===== src/rtl/alarm_unit.sv =====
// Alarm stage: compares the timer's hour/minute with a CPU-programmed alarm time and
// drives a beep square wave until stop, timeout or disable. Snooze support: ALARM_SNOOZE_EN.
module alarm_unit #(
    parameter int BEEP_HALF   = 5000,
    parameter int RING_CYCLES = 600000000,
    parameter int SNOOZE_MIN  = 5
) (
    input  logic        clock,
    input  logic        rst_n,
    input  logic        w_en_n,
    input  logic [7:0]  t,
    input  logic [15:0] addr,
    input  logic [5:0]  hour,
    input  logic [5:0]  minute,
    input  logic        stop_n,
    input  logic        snooze_n,
    output logic        beep,
    output logic        ringing,
    output logic        snoozing
);
    localparam int RING_W = (RING_CYCLES > 1) ? $clog2(RING_CYCLES) : 1;
    localparam int BEEP_W = (BEEP_HALF > 1) ? $clog2(BEEP_HALF) : 1;
    localparam logic [RING_W-1:0] RING_LAST = RING_W'(RING_CYCLES - 1);
    localparam logic [BEEP_W-1:0] BEEP_LAST = BEEP_W'(BEEP_HALF - 1);

`ifdef ALARM_SNOOZE_EN
    typedef enum logic [1:0] {ST_IDLE, ST_RINGING, ST_SNOOZE} state_t;
`else
    typedef enum logic [1:0] {ST_IDLE, ST_RINGING} state_t;
`endif

    state_t            state_reg;
    logic [5:0]        alarm_hour_reg;
    logic [5:0]        alarm_min_reg;
    logic              alarm_en_reg;
    logic              match_q_reg;
    logic              stop_q_reg;
    logic [RING_W-1:0] ring_cnt_reg;
    logic [BEEP_W-1:0] beep_cnt_reg;

    logic match;
    logic trigger;
    logic stop_ev;

    // Upper address bits belong to the system decoder; snooze_n is idle without snooze support.
    logic unused_inputs;
    assign unused_inputs = &{1'b0, addr[15:4], snooze_n};

    assign match   = alarm_en_reg && (hour == alarm_hour_reg) && (minute == alarm_min_reg);
    assign trigger = match && !match_q_reg;
    assign stop_ev = stop_q_reg && !stop_n;

`ifdef ALARM_SNOOZE_EN
    logic [5:0] prev_minute_reg;
    logic       snooze_q_reg;
    logic [3:0] snooze_cnt_reg;
    logic       minute_tick;
    logic       snooze_ev;

    assign minute_tick = (minute != prev_minute_reg);
    assign snooze_ev   = snooze_q_reg && !snooze_n;

    always_ff @(posedge clock or negedge rst_n) begin
        if (!rst_n) begin
            prev_minute_reg <= '0;
            snooze_q_reg    <= 1'b1;
        end else begin
            prev_minute_reg <= minute;
            snooze_q_reg    <= snooze_n;
        end
    end
`else
    assign snoozing = 1'b0;
`endif

    // CPU register file; out-of-range times are dropped rather than clipped.
    always_ff @(posedge clock or negedge rst_n) begin
        if (!rst_n) begin
            alarm_hour_reg <= '0;
            alarm_min_reg  <= '0;
            alarm_en_reg   <= 1'b0;
            match_q_reg    <= 1'b0;
            stop_q_reg     <= 1'b1;
        end else begin
            if (!w_en_n) begin
                case (addr[3:0])
                    4'b1010: if (t <= 8'd23) alarm_hour_reg <= t[5:0];
                    4'b1011: if (t <= 8'd59) alarm_min_reg <= t[5:0];
                    4'b1100: alarm_en_reg <= t[0];
                    default: ;
                endcase
            end
            match_q_reg <= match;
            stop_q_reg  <= stop_n;
        end
    end

    always_ff @(posedge clock or negedge rst_n) begin
        if (!rst_n) begin
            state_reg    <= ST_IDLE;
            ring_cnt_reg <= '0;
            beep_cnt_reg <= '0;
            beep         <= 1'b0;
            ringing      <= 1'b0;
`ifdef ALARM_SNOOZE_EN
            snooze_cnt_reg <= '0;
            snoozing       <= 1'b0;
`endif
        end else begin
            ringing <= (state_reg == ST_RINGING);
`ifdef ALARM_SNOOZE_EN
            snoozing <= (state_reg == ST_SNOOZE);
`endif
            if (!alarm_en_reg) begin
                state_reg <= ST_IDLE;
                beep      <= 1'b0;
            end else begin
                case (state_reg)
                    ST_IDLE: begin
                        if (trigger) begin
                            state_reg    <= ST_RINGING;
                            ring_cnt_reg <= '0;
                            beep_cnt_reg <= '0;
                            beep         <= 1'b1;
                        end
                    end
                    ST_RINGING: begin
                        if (stop_ev) begin
                            state_reg <= ST_IDLE;
                            beep      <= 1'b0;
`ifdef ALARM_SNOOZE_EN
                        end else if (snooze_ev) begin
                            state_reg      <= ST_SNOOZE;
                            snooze_cnt_reg <= 4'(SNOOZE_MIN);
                            beep           <= 1'b0;
`endif
                        end else if (ring_cnt_reg == RING_LAST) begin
                            state_reg <= ST_IDLE;
                            beep      <= 1'b0;
                        end else begin
                            ring_cnt_reg <= ring_cnt_reg + RING_W'(1);
                            if (beep_cnt_reg == BEEP_LAST) begin
                                beep_cnt_reg <= '0;
                                beep         <= ~beep;
                            end else begin
                                beep_cnt_reg <= beep_cnt_reg + BEEP_W'(1);
                            end
                        end
                    end
`ifdef ALARM_SNOOZE_EN
                    ST_SNOOZE: begin
                        if (stop_ev) begin
                            state_reg <= ST_IDLE;
                        end else if (minute_tick) begin
                            if (snooze_cnt_reg == 4'd1) begin
                                state_reg    <= ST_RINGING;
                                ring_cnt_reg <= '0;
                                beep_cnt_reg <= '0;
                                beep         <= 1'b1;
                            end else begin
                                snooze_cnt_reg <= snooze_cnt_reg - 4'd1;
                            end
                        end
                    end
`endif
                    default: begin
                        state_reg <= ST_IDLE;
                        beep      <= 1'b0;
                    end
                endcase
            end
        end
    end
endmodule


===== config.mk =====
export PLATFORM = sky130hd
export DESIGN_NAME = alarm_unit
export DESIGN_NICKNAME = d
export VERILOG_FILES = /design/src/rtl/alarm_unit.sv
export SDC_FILE = /design/constraint.sdc
export NUM_CORES = 1
export LEC_CHECK = 0
export CAP_MARGIN = 0
export CELL_PAD_IN_SITES_DETAIL_PLACEMENT = 1
export CELL_PAD_IN_SITES_GLOBAL_PLACEMENT = 2
export CORE_UTILIZATION = 43
export DETAILED_ROUTE_END_ITERATION = 7
export DONT_BUFFER_PORTS = 1
export HOLD_SLACK_MARGIN = 0.03
export MAX_ROUTING_LAYER = met4
export PLACE_DENSITY = 0.95
export SETUP_SLACK_MARGIN = 0.4
export SLEW_MARGIN = 0
export SYNTH_ARGS = -nofsm -noshare
export SYNTH_HDL_FRONTEND = slang
export SYNTH_SLANG_ARGS = --single-unit

===== constraint.sdc =====
create_clock -name clock -period 3.9 [get_ports clock]
set_input_delay 0.39 -clock clock [delete_from_list [all_inputs] [get_ports clock]]
set_output_delay 0.39 -clock clock [all_outputs]
set_load 0.05 [all_outputs]

==> results of run 1 <==
==> critical path: cells and delay by family, from the launching register on <==
| family | cells | cell delay, ps |
|---|---|---|
| AND/OR/NAND/NOR | 3 | 740 |
| flip-flops | 1 | 420 |
| AO/OA/AOI/OAI | 3 | 930 |
| adder cells (fa/ha/maj) | 1 | 270 |
| buffers and inverters | 1 | 220 |
==> power by group <==
part           internal, mW  switching, mW  leakage [nW]  total (mW)
Sequential            0.649         0.0169         0.792       0.666
Combinational        0.0298         0.0369         0.709      0.0667
Clock                 0.310          0.272        0.0943       0.582
Total                 0.988          0.325          1.59        1.31
==> logic make-up (layout without fill, tap and decap cells) <==
group / count (synthesis) / after routing / share of synthesized area
xor gates and xnor gates: 12 / 12 / 0.0311
muxes: 11 / 11 / 0.0366
DFF: 61 / 61 / 0.451
AOI/OAI and AO/OA: 103 / 103 / 0.186
buffers and inverters: 23 / 30 / 0.0396
other: 1 / 1 / 0.00111
adders and majority gates: 2 / 2 / 0.00739
and+or+nand+nor: 142 / 142 / 0.247
==> through the flow <==
stage	hold WS [ps]	instances	cell area, um^2	util	setup WS (ps)
2_1_floorplan	94.4	355	3380	-	1930
3_3_place_gp	96.0	442	3420	0.460	1210
3_5_place_dp	95.6	442	3420	0.460	1170
4_1_cts	179	461	3670	0.493	1150
5_1_grt	169	461	3670	0.493	910
6_report	186	461	3670	0.493	1200
==> layout by cell type, fill, tap and decap left out, drive strengths merged, types with 6 or more instances in the layout <==
master | Yosys | final
nor2 | 30 | 30
nor4 | 9 | 9
and4 | 6 | 6
o31ai | 6 | 6
and3 | 10 | 10
nand4 | 13 | 13
a21oi | 20 | 20
nor3 | 9 | 9
mux2 | 11 | 11
a31oi | 11 | 11
clkbuf | 3 | 10
nand2 | 20 | 20
o21ai | 48 | 48
xor2 | 11 | 11
nand3 | 20 | 20
inv | 9 | 9
dfrtp | 60 | 60
==> final timing paths <==
| check | startpoint | end |
|---|---|---|
| max | ring_cnt_reg[0] | ring_cnt_reg[11] |
| max in group asynchronous | rst_n | stop_q_reg |
| min in group asynchronous | rst_n | ring_cnt_reg[18] |
| max reg2reg | ring_cnt_reg[0] | ring_cnt_reg[11] |
| min | t[1] | alarm_hour_reg[1] |
| min reg2reg | beep_cnt_reg[11] | beep_cnt_reg[11] |
==> final cells by class <==
class / count / area (um^2)
fill: 866 / 3780
multi-input combinational: 271 / 1720
sequential: 61 / 1530
clock buffer: 10 / 138
tap: 99 / 124
clock inverter: 6 / 62.6
timing repair buffer: 5 / 62.6
inverter: 9 / 33.8
==> per-layer routing <==
metal,vias to the layer above,share of wire,global-route usage
met5,-,0,-
met4,0,0.017,0.0820
met3,13,0.024,0.0471
met2,39,0.51,0.390
met1,1420,0.45,0.283
li1,1337,-,-
==> impl_metrics.env, run 1 <==
export IMPL_cp_max_fo=35
export IMPL_fin_nets=400
export IMPL_numClockSinks=61
export IMPL_largest_register_ffs=30
export IMPL_yosys_top_cells_count="dfrtp_1, o21ai_0, nor2_1"
export IMPL_async_flop_share=1.00
export IMPL_setup_viol=0
export IMPL_cp_data_required_time_ps=4130
export IMPL_drv_slew=0
export IMPL_end_kind="flip-flop"
export IMPL_period_share=0.694
export IMPL_drtIter0Drc=141
export IMPL_die_w_um=90.7
export IMPL_status="completed"
export IMPL_start_kind="flip-flop"
export IMPL_cts_tree="done"
export IMPL_slowest_delay_ps=720
export IMPL_ant_nets=0
export IMPL_grt_pass1_wl_um=14900
export IMPL_hpwl_um=5800
export IMPL_crit_slowest_cell="o22ai_4"
export IMPL_wl_per_cell_um=18.7
export IMPL_grt_setup_unrepaired="no"
export IMPL_r2r_setup_slack_ps=1200
export IMPL_synth_area_top_cells="dfrtp_1, o21ai_0, mux2_2"
export IMPL_areaGrowthSynthToFinish_pct=8.47
export IMPL_wirelength_um=8630
export IMPL_ios=44
export IMPL_grt_ovfl_total=0
export IMPL_ys_ff_latch=61
export IMPL_yosysMostFrequentCell="dfrtp_1"
export IMPL_vias=2809
export IMPL_row_count=31
export IMPL_antenna_found_initial=0
export IMPL_synth_flop_cell="dfrtp_1"
export IMPL_groute_usage_overall=0.235
export IMPL_synth_edf_count=0
export IMPL_clk_path_buf_depth=2
export IMPL_worst_slew_pin_slew_ps=946
export IMPL_clk_latency_ps=350
export IMPL_drive_gt1_frac=0.122
export IMPL_drc=0
export IMPL_fmax_mhz=370
export IMPL_p_leak_nw=1.59
export IMPL_cts_hold_buf=3
export IMPL_drv_cap=0
export IMPL_worstPathArrival_ps=2930
export IMPL_ys_warnings_count=0
export IMPL_gp_congestion=0.803
export IMPL_grt_start_max_net_pins=62
export IMPL_slew_headroom=0.369
export IMPL_syn_area_um2=3380
export IMPL_dr_pass1_iters=4
export IMPL_skew_ps=11.2
export IMPL_ctsResizeCount=0
export IMPL_synth_top_cell_area_share=0.444
export IMPL_hp_class="in -> reg"
export IMPL_fin_crit_ps=2700
export IMPL_grt_pass1_vias=3058
export IMPL_crit_chain="ha_1 > nand4_1 > nor4_4 > a21oi_2 > o22ai_4 > inv_2 > nand4_1 > a21oi_1"
export IMPL_seq_area_frac_synth=0.451
export IMPL_port_buffers=0
export IMPL_hold_viol_final=0
export IMPL_ir_worst_vdd_mv=0.192
export IMPL_cp_common_cell="nand4_1"
export IMPL_power_density_nw_per_um2=358
export IMPL_hold_depth=1
export IMPL_cts_max_level=3
export IMPL_dieArea_um2=8230
export IMPL_coreArea_um2=7450
export IMPL_clkTransAtPathRegs_ps=70
export IMPL_numCtsBuffers=9
export IMPL_synth_fp_nets=398
export IMPL_critPathKind="reg -> reg"
export IMPL_die_y_um=90.7
export IMPL_syn_inst=355
export IMPL_finalSetupTns_ps=0
export IMPL_synth_largest_area_cell="dfrtp_1"
export IMPL_synth_area_per_cell_um2=9.53
export IMPL_start_util=0.454
export IMPL_diodes=0
export IMPL_avgViaCountPerCell=6.09
export IMPL_power_mw=1.31
export IMPL_clockRootBuffer="clkbuf_8"
export IMPL_reg2regPathDepth=8
export IMPL_postCtsSetupRepairBufs=0
export IMPL_synth_distinct_cells=55
Note: power is estimated with default switching activity, not from simulation.
==> inputs of run 2 (changes only) <==
--- a/config.mk
+++ b/config.mk
@@ -8,12 +8,12 @@
 export CAP_MARGIN = 0
 export CELL_PAD_IN_SITES_DETAIL_PLACEMENT = 1
 export CELL_PAD_IN_SITES_GLOBAL_PLACEMENT = 2
-export CORE_UTILIZATION = 43
+export CORE_UTILIZATION = 36
 export DETAILED_ROUTE_END_ITERATION = 7
 export DONT_BUFFER_PORTS = 1
 export HOLD_SLACK_MARGIN = 0.03
 export MAX_ROUTING_LAYER = met4
-export PLACE_DENSITY = 0.95
+export PLACE_DENSITY = 0.87
 export SETUP_SLACK_MARGIN = 0.4
 export SLEW_MARGIN = 0
 export SYNTH_ARGS = -nofsm -noshare
==> constraint.sdc (replaced) <==
create_clock -name clock -period 2.45 [get_ports clock]
set_input_delay 0.245 -clock clock [delete_from_list [all_inputs] [get_ports clock]]
set_output_delay 0.245 -clock clock [all_outputs]
set_load 0.05 [all_outputs]
==> run 2 against run 1 <==
Sequential share of layout area down 8.2 points. Clock power up 87%. Critical path depth unchanged. Highest routed layer unchanged.
==> impl_metrics.env, run 2 (synthesis results as in run 1) <==
export IMPL_status="completed"
export IMPL_diodes=0
export IMPL_critPathKind="reg -> reg"
export IMPL_coreArea_um2=9150
export IMPL_drv_cap=0
export IMPL_n_fill_cell=994
export IMPL_drtIter0Drc=176
export IMPL_vias=3274
export IMPL_met1_usage=0.260
export IMPL_start_util=0.370
export IMPL_period_share=0.894
export IMPL_hold_depth=1
export IMPL_grt_start_max_net_pins=62
export IMPL_die_y_um=99.0
export IMPL_startpoint="ring_cnt_reg[1]"
export IMPL_sequentialPowerShare=0.462
export IMPL_p_clk_frac=0.477
export IMPL_power_switching_mw=0.560
export IMPL_grt_busiest_layer="met2"
export IMPL_swShare=0.245
export IMPL_reg2regPathDepth=8
export IMPL_holdPathEnd="alarm_min_reg[1]"
export IMPL_drive_gt1_frac=0.368
export IMPL_fin_nets=456
export IMPL_hpwl_um=6020
export IMPL_numClockSinks=61
export IMPL_drv_slew=0
export IMPL_ir_worst_vdd_mv=0.296
export IMPL_setup_viol=0
export IMPL_cp_max_fo=12
export IMPL_clk_path_buf_depth=2
export IMPL_rr_endpoint="ring_cnt_reg[9]"
export IMPL_worst_slew_pin_slew_ps=618
export IMPL_clk_latency_ps=370
export IMPL_wl_per_cell_um=22.0
export IMPL_slew_headroom=0.588
export IMPL_cp_data_required_time_ps=2680
export IMPL_start_kind="flip-flop"
export IMPL_dr_pass1_iters=4
export IMPL_use_met3=0.0496
export IMPL_dieArea_um2=9790
export IMPL_ios=44
export IMPL_hold_viol_final=0
export IMPL_clockRootBuffer="clkbuf_8"
export IMPL_die_w_um=99.0
export IMPL_cts_max_level=3
export IMPL_grt_setup_unrepaired="yes"
export IMPL_crit_buf_inv=1
export IMPL_hp_class="in -> reg"
export IMPL_end_kind="flip-flop"
export IMPL_layout_commonest_cell="dfrtp_1"
export IMPL_r2r_setup_slack_ps=260
export IMPL_clkTransAtPathRegs_ps=90
export IMPL_gr_usage_met2=0.388
export IMPL_power_density_nw_per_um2=497
export IMPL_fin_crit_ps=2190
export IMPL_row_count=35
export IMPL_worstHoldStart="t[1]"
export IMPL_finalSetupTns_ps=0
export IMPL_antenna_found_initial=0
export IMPL_power_mw=2.29
export IMPL_port_buffers=0
export IMPL_grt_pass1_vias=3265
export IMPL_gp_congestion=0.809
export IMPL_avgViaCountPerCell=6.19
export IMPL_skew_ps=16.6
export IMPL_crit_chain="ha_4 > nand4_1 > nor4_4 > a21bo_4 > buf_12 > nor2_1 > o21ai_0 > o21ai_1"
export IMPL_groute_usage_overall=0.223
export IMPL_combPwrFrac=0.061
export IMPL_ant_nets=0
export IMPL_crit_family="simple AND/OR/NAND/NOR gates"
export IMPL_drc=0
export IMPL_p_leak_nw=1.99
export IMPL_wirelength_um=11700
export IMPL_grt_ovfl_total=0
export IMPL_largest_register_ffs=30
export IMPL_fmax_mhz=457
export IMPL_layout_common_cells="dfrtp_1, buf_4, o21ai_1, nor2_1, nand3_1"
export IMPL_crit_slowest_cell="dfrtp_2"
export IMPL_grt_pass1_wl_um=16500
export IMPL_areaGrowthSynthToFinish_pct=36.1
export IMPL_slowest_delay_ps=430
export IMPL_cts_tree="done"
export IMPL_reg2reg_from="ring_cnt_reg[1]"
export IMPL_internal_power_mw=1.73
export IMPL_worstPathArrival_ps=2420
export IMPL_numCtsBuffers=9
[run 2: cell types whose count changed in the layout (fill, tap and decap cells not counted), moves of 4 or more]
cell and delta:
o21ai_0 -38, dlygate4sd3_1 +6, dfrtp_2 +9, o21ai_2 +13, nor2_1 -6, buf_6 +9, buf_4 +34, nand2_1 -5
o21ai_1 +24, dfrtp_1 -9, a21oi_1 -4
[run 2: worst max path at each step]
stage	slack, ps	end	depth (start not counted)
2_1_floorplan	480	beep_cnt_reg[2]	8
3_3_place_gp	230	ring_cnt_reg[16]	7
3_5_place_dp	200	beep_cnt_reg[11]	8
4_1_cts	290	beep_cnt_reg[8]	7
5_1_grt	230	ring_cnt_reg[9]	9
6_report	260	ring_cnt_reg[9]	8
[run 2: power by group through the flow]
| stage | sequential, mW | clock, mW | combinational [mW] |
|---|---|---|---|
| finish | 1.06 | 1.09 | 0.140 |
| global route | 1.06 | 1.14 | 0.152 |
| CTS | 1.06 | 1.09 | 0.130 |
| detailed placement | 1.08 | 0 | 0.0838 |
| global placement | 1.08 | 0 | 0.0788 |
| floorplan | 1.07 | 0 | 0.0671 |
[run 2: worst reg2reg max path, stage by stage (launching register included)]
cell and delay, ps:
dfrtp_2 430, ha_4 170, nand4_1 200, nor4_4 410, a21bo_4 250, buf_12 150, nor2_1 70, o21ai_0 260
o21ai_1 110
[run 2: stage by stage]
stage,cell area [um^2],cells,utilization,hold slack [ps],setup slack (ps)
floorplan,3380,355,-,-50.6,477
global placement,3490,459,0.381,-47.8,232
detailed placement,3490,459,0.381,-48.2,197
CTS,4110,501,0.449,30.2,294
global route,4610,529,0.503,26.7,229
finish,4610,529,0.503,27.6,260
[run 2: what timing repair did]
item / in CTS / in global routing
hold buffers: 8 / 1
resized for setup: 39 / 92
endpoints found under the setup margin: 43 / 44
gates cloned: 2 / 2
buffers inserted: 16 / 25
pin swaps: 12 / 36
endpoints found under the hold margin: 69 / 1
[run 2: area by class of cell]
| type | count | area [um^2] | area share |
|---|---|---|---|
| multi-input cells | 272 | 2050 | 0.444 |
| flip-flops and latches | 61 | 1540 | 0.334 |
| repair buffers | 60 | 612 | 0.133 |
| clock buffers | 11 | 151 | 0.0329 |
| well taps | 111 | 139 | 0.0302 |
| clock inverters | 5 | 82.6 | 0.0179 |
| inverters | 9 | 36.3 | 0.00788 |
[run 2: per-layer routing]
layer,up-vias,part of all wire
met2,109,0.53
met4,0,0.028
met1,1674,0.39
li1,1457,-
met3,34,0.051
met5,-,0
